--- src/rtl/ram_4_bit_pkg.sv ---
// Shared defaults and word type for the ram_4_bit scratch RAM.
package ram_4_bit_pkg;

  localparam int DEF_DATA_W = 4;
  localparam int DEF_ADDR_W = 5;
  localparam int DEF_DEPTH  = 32;

  typedef logic [DEF_DATA_W-1:0] word_t;

endpackage

--- src/rtl/ram_4_bit_array.sv ---
// Storage array for ram_4_bit: write port, whole-array synchronous clear, and an unregistered read tap.
module ram_4_bit_array
  import ram_4_bit_pkg::*;
#(
  parameter int WIDTH  = DEF_DATA_W,
  parameter int ADDR_W = DEF_ADDR_W,
  parameter int DEPTH  = DEF_DEPTH
) (
  input  logic              clk,
  input  logic              rst,
  input  logic              we,
  input  logic [ADDR_W-1:0] addr,
  input  logic [WIDTH-1:0]  wdata,
  output logic [WIDTH-1:0]  rdata
);

  logic [WIDTH-1:0] mem [DEPTH];

  // Reset clears every word in one cycle so unwritten words read back as zero.
  always_ff @(posedge clk) begin
    if (rst) begin
      for (int i = 0; i < DEPTH; i++) begin
        mem[i] <= '0;
      end
    end else if (we) begin
      mem[addr] <= wdata;
    end
  end

  assign rdata = mem[addr];

endmodule

--- src/rtl/ram_4_bit.sv ---
// Single-port synchronous RAM with registered read data (1-cycle latency).
// Define RAM_4_BIT_PARITY_EN to store an even-parity bit per word and expose parity_err.
module ram_4_bit
  import ram_4_bit_pkg::*;
#(
  parameter int DATA_W = DEF_DATA_W,
  parameter int ADDR_W = DEF_ADDR_W,
  parameter int DEPTH  = DEF_DEPTH
) (
  input  logic              clk,
  input  logic              rst,
  input  logic              en,
  input  logic              wr,
  input  logic [DATA_W-1:0] di,
  input  logic [ADDR_W-1:0] addr,
  output logic [DATA_W-1:0] dout
`ifdef RAM_4_BIT_PARITY_EN
  ,
  output logic              parity_err
`endif
);

`ifdef RAM_4_BIT_PARITY_EN
  localparam int PAR_W = 1;
`else
  localparam int PAR_W = 0;
`endif
  localparam int STORE_W = DATA_W + PAR_W;
  localparam logic [ADDR_W:0] DEPTH_L = (ADDR_W+1)'(DEPTH);

  logic               in_range;
  logic               we;
  logic [STORE_W-1:0] wdata;
  logic [STORE_W-1:0] rdata;
  logic [STORE_W-1:0] read_word;

  assign in_range = ({1'b0, addr} < DEPTH_L);
  assign we       = en & wr & in_range;

`ifdef RAM_4_BIT_PARITY_EN
  // Stored bit makes the whole word even, so XOR over data+parity flags corruption.
  assign wdata = {^di, di};
`else
  assign wdata = di;
`endif

  // Out-of-range reads return zero, which also gives a clean parity.
  assign read_word = in_range ? rdata : '0;

  ram_4_bit_array #(
    .WIDTH (STORE_W),
    .ADDR_W(ADDR_W),
    .DEPTH (DEPTH)
  ) u_array (
    .clk  (clk),
    .rst  (rst),
    .we   (we),
    .addr (addr),
    .wdata(wdata),
    .rdata(rdata)
  );

  always_ff @(posedge clk) begin
    if (rst) begin
      dout <= '0;
`ifdef RAM_4_BIT_PARITY_EN
      parity_err <= 1'b0;
`endif
    end else if (en && !wr) begin
      dout <= read_word[DATA_W-1:0];
`ifdef RAM_4_BIT_PARITY_EN
      parity_err <= ^read_word;
`endif
    end
  end

endmodule

--- config.mk ---
export PLATFORM = sky130hd
export DESIGN_NAME = ram_4_bit
export DESIGN_NICKNAME = d
export VERILOG_FILES = /design/src/rtl/ram_4_bit_pkg.sv /design/src/rtl/ram_4_bit_array.sv /design/src/rtl/ram_4_bit.sv
export SDC_FILE = /design/constraint.sdc
export NUM_CORES = 1
export LEC_CHECK = 0
export CAP_MARGIN = 20
export CORE_UTILIZATION = 55
export DETAILED_ROUTE_END_ITERATION = 8
export GPL_TIMING_DRIVEN = 0
export PLACE_DENSITY = 0.72
export SLEW_MARGIN = 20
export SYNTH_ARGS = -nofsm -noshare
export SYNTH_HDL_FRONTEND = slang
export SYNTH_SLANG_ARGS = --single-unit
--- constraint.sdc ---
create_clock -name clk -period 2.2 [get_ports clk]
set_input_delay 0.55 -clock clk [delete_from_list [all_inputs] [get_ports clk]]
set_output_delay 0.55 -clock clk [all_outputs]
set_load 0.03 [all_outputs]
==> impl_metrics.yaml, run 1 <==
global_route:
  antenna_found_initial: 0
  overflow: 0
  grt_pass1_wl_um: 27390
  grt_usage_pct: 31.26
  top_usage_layer: "met2"
  grt_max_degree: 17
  grt.met1_usage_pct: 41.18
  met2_usage_pct: 48.28
  grtUsageMet3_pct: 8.383
  grt_pass1_vias: 4509
detailed_routing:
  via_count: 4565
  drtPass1Iterations: 5
  drc: 0
  totalWireLength_um: 18180
  drt_iter0_markers: 492
  avgRoutedWirePerCell_um: 26.54
  antenna_left: 0
  viasPerCell: 6.664
timing:
  setup_ws_ns: 0.06194
  fin_crit_sh_pct: 97.18
  min_period_ns: 2.138
  maxSlewViolCount: 0
  maxSlewHeadroom_pct: 41.00
  worst_pin_slew_ns: 0.8850
  skew_ns: 0.008912
  grt_setup_unrepaired: "yes"
  fmax_mhz: 467.7
  setup_viol: 0
  hold_viol_final: 0
cts:
  cts_buffers: 17
  cts-root-buf: "clkbuf_16"
  ctsHoldBuffers: 0
  cts_tree: "built"
  clk_pin_slew_worst_paths_ns: 0.06
  clk_path_buf_depth: 2
  clock-sinks: 132
  clkLatencyLatePin_ns: 0.43
  cts-htree-levels: 4
flow_run:
  drv_cap: 0
placed_design:
  place_area_um2: 6942
  port_buffers: 14
  gp_congestion: 0.9518
  dp_worst_setup_slack_ns: -0.8711
  dp_cells: 650
  dp_hpwl_um: 12230
critical_path:
  timing.rr.start: "u_array.mem[26][2]$_SDFFCE_PN0P_"
  cp.buffers_inverters: 3
  worst_path_most_repeated_cell: "buf_6"
  crit_path_start_kind: "primary input"
  arrival_ns: 2.27
  required_ns: 2.33
  crit_family: "simple AND/OR/NAND/NOR gates"
  critical_path.cell_chain: "clkdlybuf4s50_1 -> buf_6 -> buf_6 -> nor2_1 -> nand2_2 -> nor3_2 -> or2_2"
  max_stage_delay_ns: 0.51
  cp-end-kind: "flop"
  cp_slowest_cell: "clkdlybuf4s50_1"
  crit_fanout: 10
  worstSetupPathType: "in2reg"
  critPathLaunch: "addr[2]"
synth:
  ys_seq_area_share_pct: 59.25
  synthCells: 493
  ys_ff_latch: 132
  synthFlopType: "edfxtp_1"
  synthesis.nets: 506
  synth_area_um2: 6623
  ys_warn_count: 0
  synth_edf_count: 128
  async_flop_share_pct: 0
  syn_area_per_cell_um2: 13.43
  ys_types: 55
layout:
  final_nets: 542
  regArea_um2: 3924
  final_common_cell: "edfxtp_1"
  area_delta_synth_final_pct: 16.17
  finish.instance_area_um2: 7694
  final_cell_mix: "edfxtp_1, and3_1, clkbuf_1"
  antenna_cells: 0
  multiInputGateArea_um2: 2464
  layout-drive-gt1-share_pct: 21.77
  nFillCells: 830
  instances_no_fill: 685
die:
  ios: 17
  rows: 39
  start_util_pct: 57.26
  dieWidth_um: 111.7
  die_height_um: 111.7
  die_area_um2: 12480
  core_um2: 11560
min_path:
  min_from: "dout[0]$_SDFFE_PP0P_"
  worstHoldPathType: "reg2reg"
power:
  finalPower_mw: 6.277
  p_leak_nw: 3.230
  p_per_area_nw_per_um2: 815.9
  peakVddDrop_mv: 0.3887
run_status:
  status: "finished, final reports clean"
per-layer routing:
metal  up-vias  routed length (um)
met3        61                1762
met4         0                 690
met2       283                8570
met1      2246                7156
li1       1975                   -
met5         -                   0
per-stage QoR:
stage	TNS, ns	utilization, %	hold slack [ns]
3_3_place_gp	-134.53	60.02	0.5146
5_1_grt	-0.1254	66.53	0.5520
6_report	0	66.53	0.5224
4_1_cts	-0.4536	65.51	0.5179
2_1_floorplan	0	-	0.6173
3_5_place_dp	-146.93	60.02	0.5110
final cells by class:
class | count | area share, %
multi-input combinational | 299 | 32.02
buffer | 58 | 4.749
clock buffer | 19 | 5.627
inverter | 1 | 0.04879
tap | 143 | 2.326
timing repair buffer | 20 | 2.407
clock inverter | 13 | 1.821
sequential | 132 | 51.00
cell families (layout without fill, tap and decap cells):
| group | after synthesis | in the layout | synth area share [%] |
|---|---|---|---|
| AND/OR/NAND/NOR | 190 | 190 | 17.14 |
| flip-flops | 132 | 132 | 59.25 |
| AO/OA/AOI/OAI | 62 | 62 | 7.217 |
| buffers and inverters | 62 | 111 | 5.290 |
| multiplexers | 47 | 47 | 11.11 |
state kept, by name, indices dropped and copies added (netlist names):
signal,count
dout,4
u_array.mem,128
synth_stat cells (4+ instances only):
| library cell | instances | area share, % |
|---|---|---|
| edfxtp_1 | 128 | 58 |
| or2_2 | 6 | 0.57 |
| nor2_1 | 11 | 0.62 |
| clkbuf_1 | 38 | 2.2 |
| mux2i_1 | 15 | 2.3 |
| and2_1 | 17 | 1.6 |
| buf_2 | 4 | 0.30 |
| a22o_1 | 4 | 0.53 |
| nand2_1 | 17 | 0.96 |
| buf_4 | 5 | 0.57 |
| dfxtp_1 | 4 | 1.2 |
| o21ai_0 | 4 | 0.30 |
| and3_1 | 118 | 11 |
| mux4_1 | 9 | 3.6 |
| mux2_2 | 15 | 2.6 |
| mux4_2 | 8 | 2.7 |
| a21oi_1 | 4 | 0.30 |
| a21o_1 | 28 | 3.2 |
| buf_6 | 9 | 1.5 |
| nor2b_1 | 5 | 0.47 |
where the power goes:
part           internal [mW]  leakage (nW)  switching [mW]
sequential              2.88          1.25          0.0390
clock                   1.75         0.276            1.04
combinational          0.219          1.70           0.347
total                   4.85          3.23            1.42
final timing paths:
kind         slack [ns]                               end  cells past startpoint
max                0.06  u_array.mem[17][1]$_SDFFCE_PN0P_                      7
min                0.52              dout[0]$_SDFFE_PP0P_                      2
max reg2reg        0.55              dout[2]$_SDFFE_PP0P_                      4
min reg2reg        0.52              dout[0]$_SDFFE_PP0P_                      2
worst register-to-register path: cells and delay by family (launching register included):
| family | cells | cell delay, ns |
|---|---|---|
| compound gates | 3 | 0.63 |
| mux | 1 | 0.49 |
| flops | 1 | 0.39 |
what timing repair did:
| item | CTS | global route |
|---|---|---|
| resized for setup | 16 | 34 |
| setup buffers | 3 | 3 |
| pin swaps | 1 | 1 |
| endpoints found under the setup margin | 204 | 168 |
Power figures use the tool's default switching activity.
==> run 2: changes to the inputs <==
- ABC_AREA: unset -> 1
- PLACE_DENSITY: 0.72 -> unset
- PLACE_DENSITY_LB_ADDON: unset -> 0.08
==> run 2 against run 1 <==
Net effect:
- the flow now finishes with violations (setup timing)
- flip-flop and latch count did not move
- clock skew shrank 0.0039 ns
- routed wire length is 8.4% lower
- power is 1.2% higher
- critical path depth down 3
- synthesized cell count is 48% higher
- sequential share of layout area up 1.4 points
- largest cell class unchanged
- highest routed layer unchanged
==> impl_metrics.yaml, run 2 <==
run_status:
  status: "finished with violations"
  failed_checks: "setup timing"
layout:
  final_nets: 785
  antenna_cells: 0
  final_common_cell: "nand2_1"
  largest_reg_flops: 128
  layout-drive-gt1-share_pct: 9.936
  largest_registers: "u_array.mem x128, dout x4"
  regMostFlops: "u_array.mem"
  area_delta_synth_final_pct: 18.74
  final_util_pct: 68.14
  final_cell_mix: "nand2_1, nor2_1, edfxtp_1"
synth:
  synth_area_leaders: "edfxtp_1, nand2_1, nor2_1, nand3_1, clkbuf_1"
  synth_xor_area_share_pct: 0
  synth_area_um2: 6302
  async_flop_share_pct: 0
  synth.area.mux_share_pct: 0
  synthFlopType: "edfxtp_1"
  yosysMostFrequentCell: "nand2_1"
  ys_seq_area_share_pct: 62.26
  synth-simple-area-share_pct: 33.41
  synthAdderAreaFrac_pct: 0
  ys_warn_count: 0
  ys_types: 16
  synth_top_family_by_area: "simple AND/OR/NAND/NOR gates"
  synth_compound_area_share_pct: 0.3971
  yosysTopAreaCellShare_pct: 60.99
  synthesis.nets: 741
  synthCells: 728
  syn_area_per_cell_um2: 8.657
  ys_top_cells_by_count: "nand2_1, nor2_1, edfxtp_1"
  synth_edf_count: 128
  synth_top_area_cell: "edfxtp_1"
  ys_ff_latch: 132
critical_path:
  worstSetupEndpoint: "u_array.mem[9][1]$_SDFFCE_PN0P_"
  arrival_ns: 2.32
  worstSetupPathType: "in2reg"
  critPathLaunch: "rst"
  crit_fanout: 10
  r2r_end: "dout[0]$_SDFFE_PP0P_"
  cp_slowest_cell: "buf_1"
  r2r_setup_slack_ns: 0.90
  timing.rr.start: "u_array.mem[15][0]$_SDFFCE_PN0P_"
  required_ns: 2.30
  crit_path_start_kind: "primary input"
  cp-end-kind: "flop"
  max_stage_delay_ns: 0.74
  reg2reg_depth: 10
  critical_path.cell_chain: "clkdlybuf4s50_1 -> inv_2 -> buf_1 -> nand2_1"
placed_design:
  gp_congestion: 0.8923
  dp_hpwl_um: 11100
  port_buffers: 15
min_path:
  worstHoldPathType: "reg2reg"
  min_from: "dout[3]$_SDFFE_PP0P_"
timing:
  skew_ns: 0.005005
  grt_setup_unrepaired: "yes"
  setup_ws_ns: -0.02109
  tns_ns: -0.1328
  hold_viol_final: 0
  min_period_ns: 2.221
  maxSlewHeadroom_pct: 36.82
  setup_viol: 8
  fmax_mhz: 450.2
  fin_crit_sh_pct: 101.0
  worst_pin_slew_ns: 0.9477
  maxSlewViolCount: 0
cts:
  cts-root-buf: "clkbuf_16"
  cts-htree-levels: 4
  cts_buffers: 17
  clk_path_buf_depth: 2
  clk_pin_slew_worst_paths_ns: 0.06
  cts_tree: "built"
  clock-sinks: 132
  clkLatencyLatePin_ns: 0.42
power:
  peakVddDrop_mv: 0.4460
  p_per_area_nw_per_um2: 849.0
  p_leak_nw: 3.219
detailed_routing:
  totalWireLength_um: 16650
  antenna_left: 0
  via_count: 5189
  drtPass1Iterations: 8
  viasPerCell: 5.610
  drt_iter0_markers: 499
  drc: 0
  avgRoutedWirePerCell_um: 18.00
die:
  core_um2: 10980
  die_height_um: 109.0
  ios: 17
  rows: 38
  die_area_um2: 11890
  dieWidth_um: 109.0
  start_util_pct: 57.38
global_route:
  grt_usage_pct: 29.91
  grt_pass1_vias: 4953
  overflow: 0
  grt_pass1_wl_um: 25220
  grt_max_degree: 17
  antenna_found_initial: 0
flow_run:
  drv_cap: 0
-- run 2: how the worst min path moves through the flow --
stage                      endpoint  cells after the start
3_5_place_dp   dout[3]$_SDFFE_PP0P_                      4
2_1_floorplan  dout[0]$_SDFFE_PP0P_                      4
5_1_grt        dout[3]$_SDFFE_PP0P_                      4
6_report       dout[3]$_SDFFE_PP0P_                      4
4_1_cts        dout[3]$_SDFFE_PP0P_                      4
3_3_place_gp   dout[0]$_SDFFE_PP0P_                      4
-- run 2: metrics by stage --
step | cells | hold WS [ns] | setup slack [ns] | total power [mW] | instance area [um2]
after global placement | 883 | 0.5226 | -0.7616 | 3.454 | 6628
after global routing | 925 | 0.5666 | -0.02307 | 6.497 | 7483
after detailed placement | 883 | 0.5225 | -0.7732 | 3.464 | 6628
after floorplan | 728 | 0.6457 | 0.3640 | 3.278 | 6302
after CTS | 925 | 0.5323 | 0.03858 | 6.331 | 7433
final | 925 | 0.5288 | -0.02109 | 6.353 | 7483
-- run 2: layer usage --
layer | vias up | wire (um) | global-route usage, %
li1 | 2434 | - | -
met1 | 2414 | 6605 | 37.98
met2 | 295 | 7920 | 48.56
met3 | 46 | 1682 | 6.754
met4 | 0 | 437 | 14.09
met5 | - | 0 | 0
-- run 2: layout make-up --
class / count / area (um2)
Buffer: 38 / 168.9
Clock buffer: 18 / 429.2
Multi-Input combinational cell: 535 / 2262
Timing Repair Buffer: 25 / 271.5
Inverter: 23 / 86.33
Fill cell: 876 / 3500
Sequential cell: 132 / 3924
Tap cell: 140 / 175.2
Clock inverter: 14 / 166.4
-- run 2: what timing repair did --
item	4_1_cts	5_1_grt
buffers inserted	10	0
setup endpoints to repair	235	96
hold buffers	0	0
resized for setup	19	23
pin swaps	7	0
-- run 2: kinds of logic after synthesis --
logic type             Yosys count
AO/OA/AOI/OAI                    5
flip-flops                     132
AND/OR/NAND/NOR                530
buffers and inverters           61
-- run 2: critical path: cells and delay by family --
kind / cells / cell delay (ns)
and+or+nand+nor: 1 / 0.31
buffers and inverters: 3 / 1.46
-- run 2: power breakdown --
group          leakage (nW)  internal (mW)  switching, mW
sequential             1.25           2.88         0.0418
clock                 0.291           1.86           1.03
combinational          1.68          0.151          0.386
==> run 3: changes to the inputs <==
- ABC_CLOCK_PERIOD_IN_PS: unset -> 2200
==> results of run 3 <==
Final layout, timing and power as in run 2 (identical DEF).
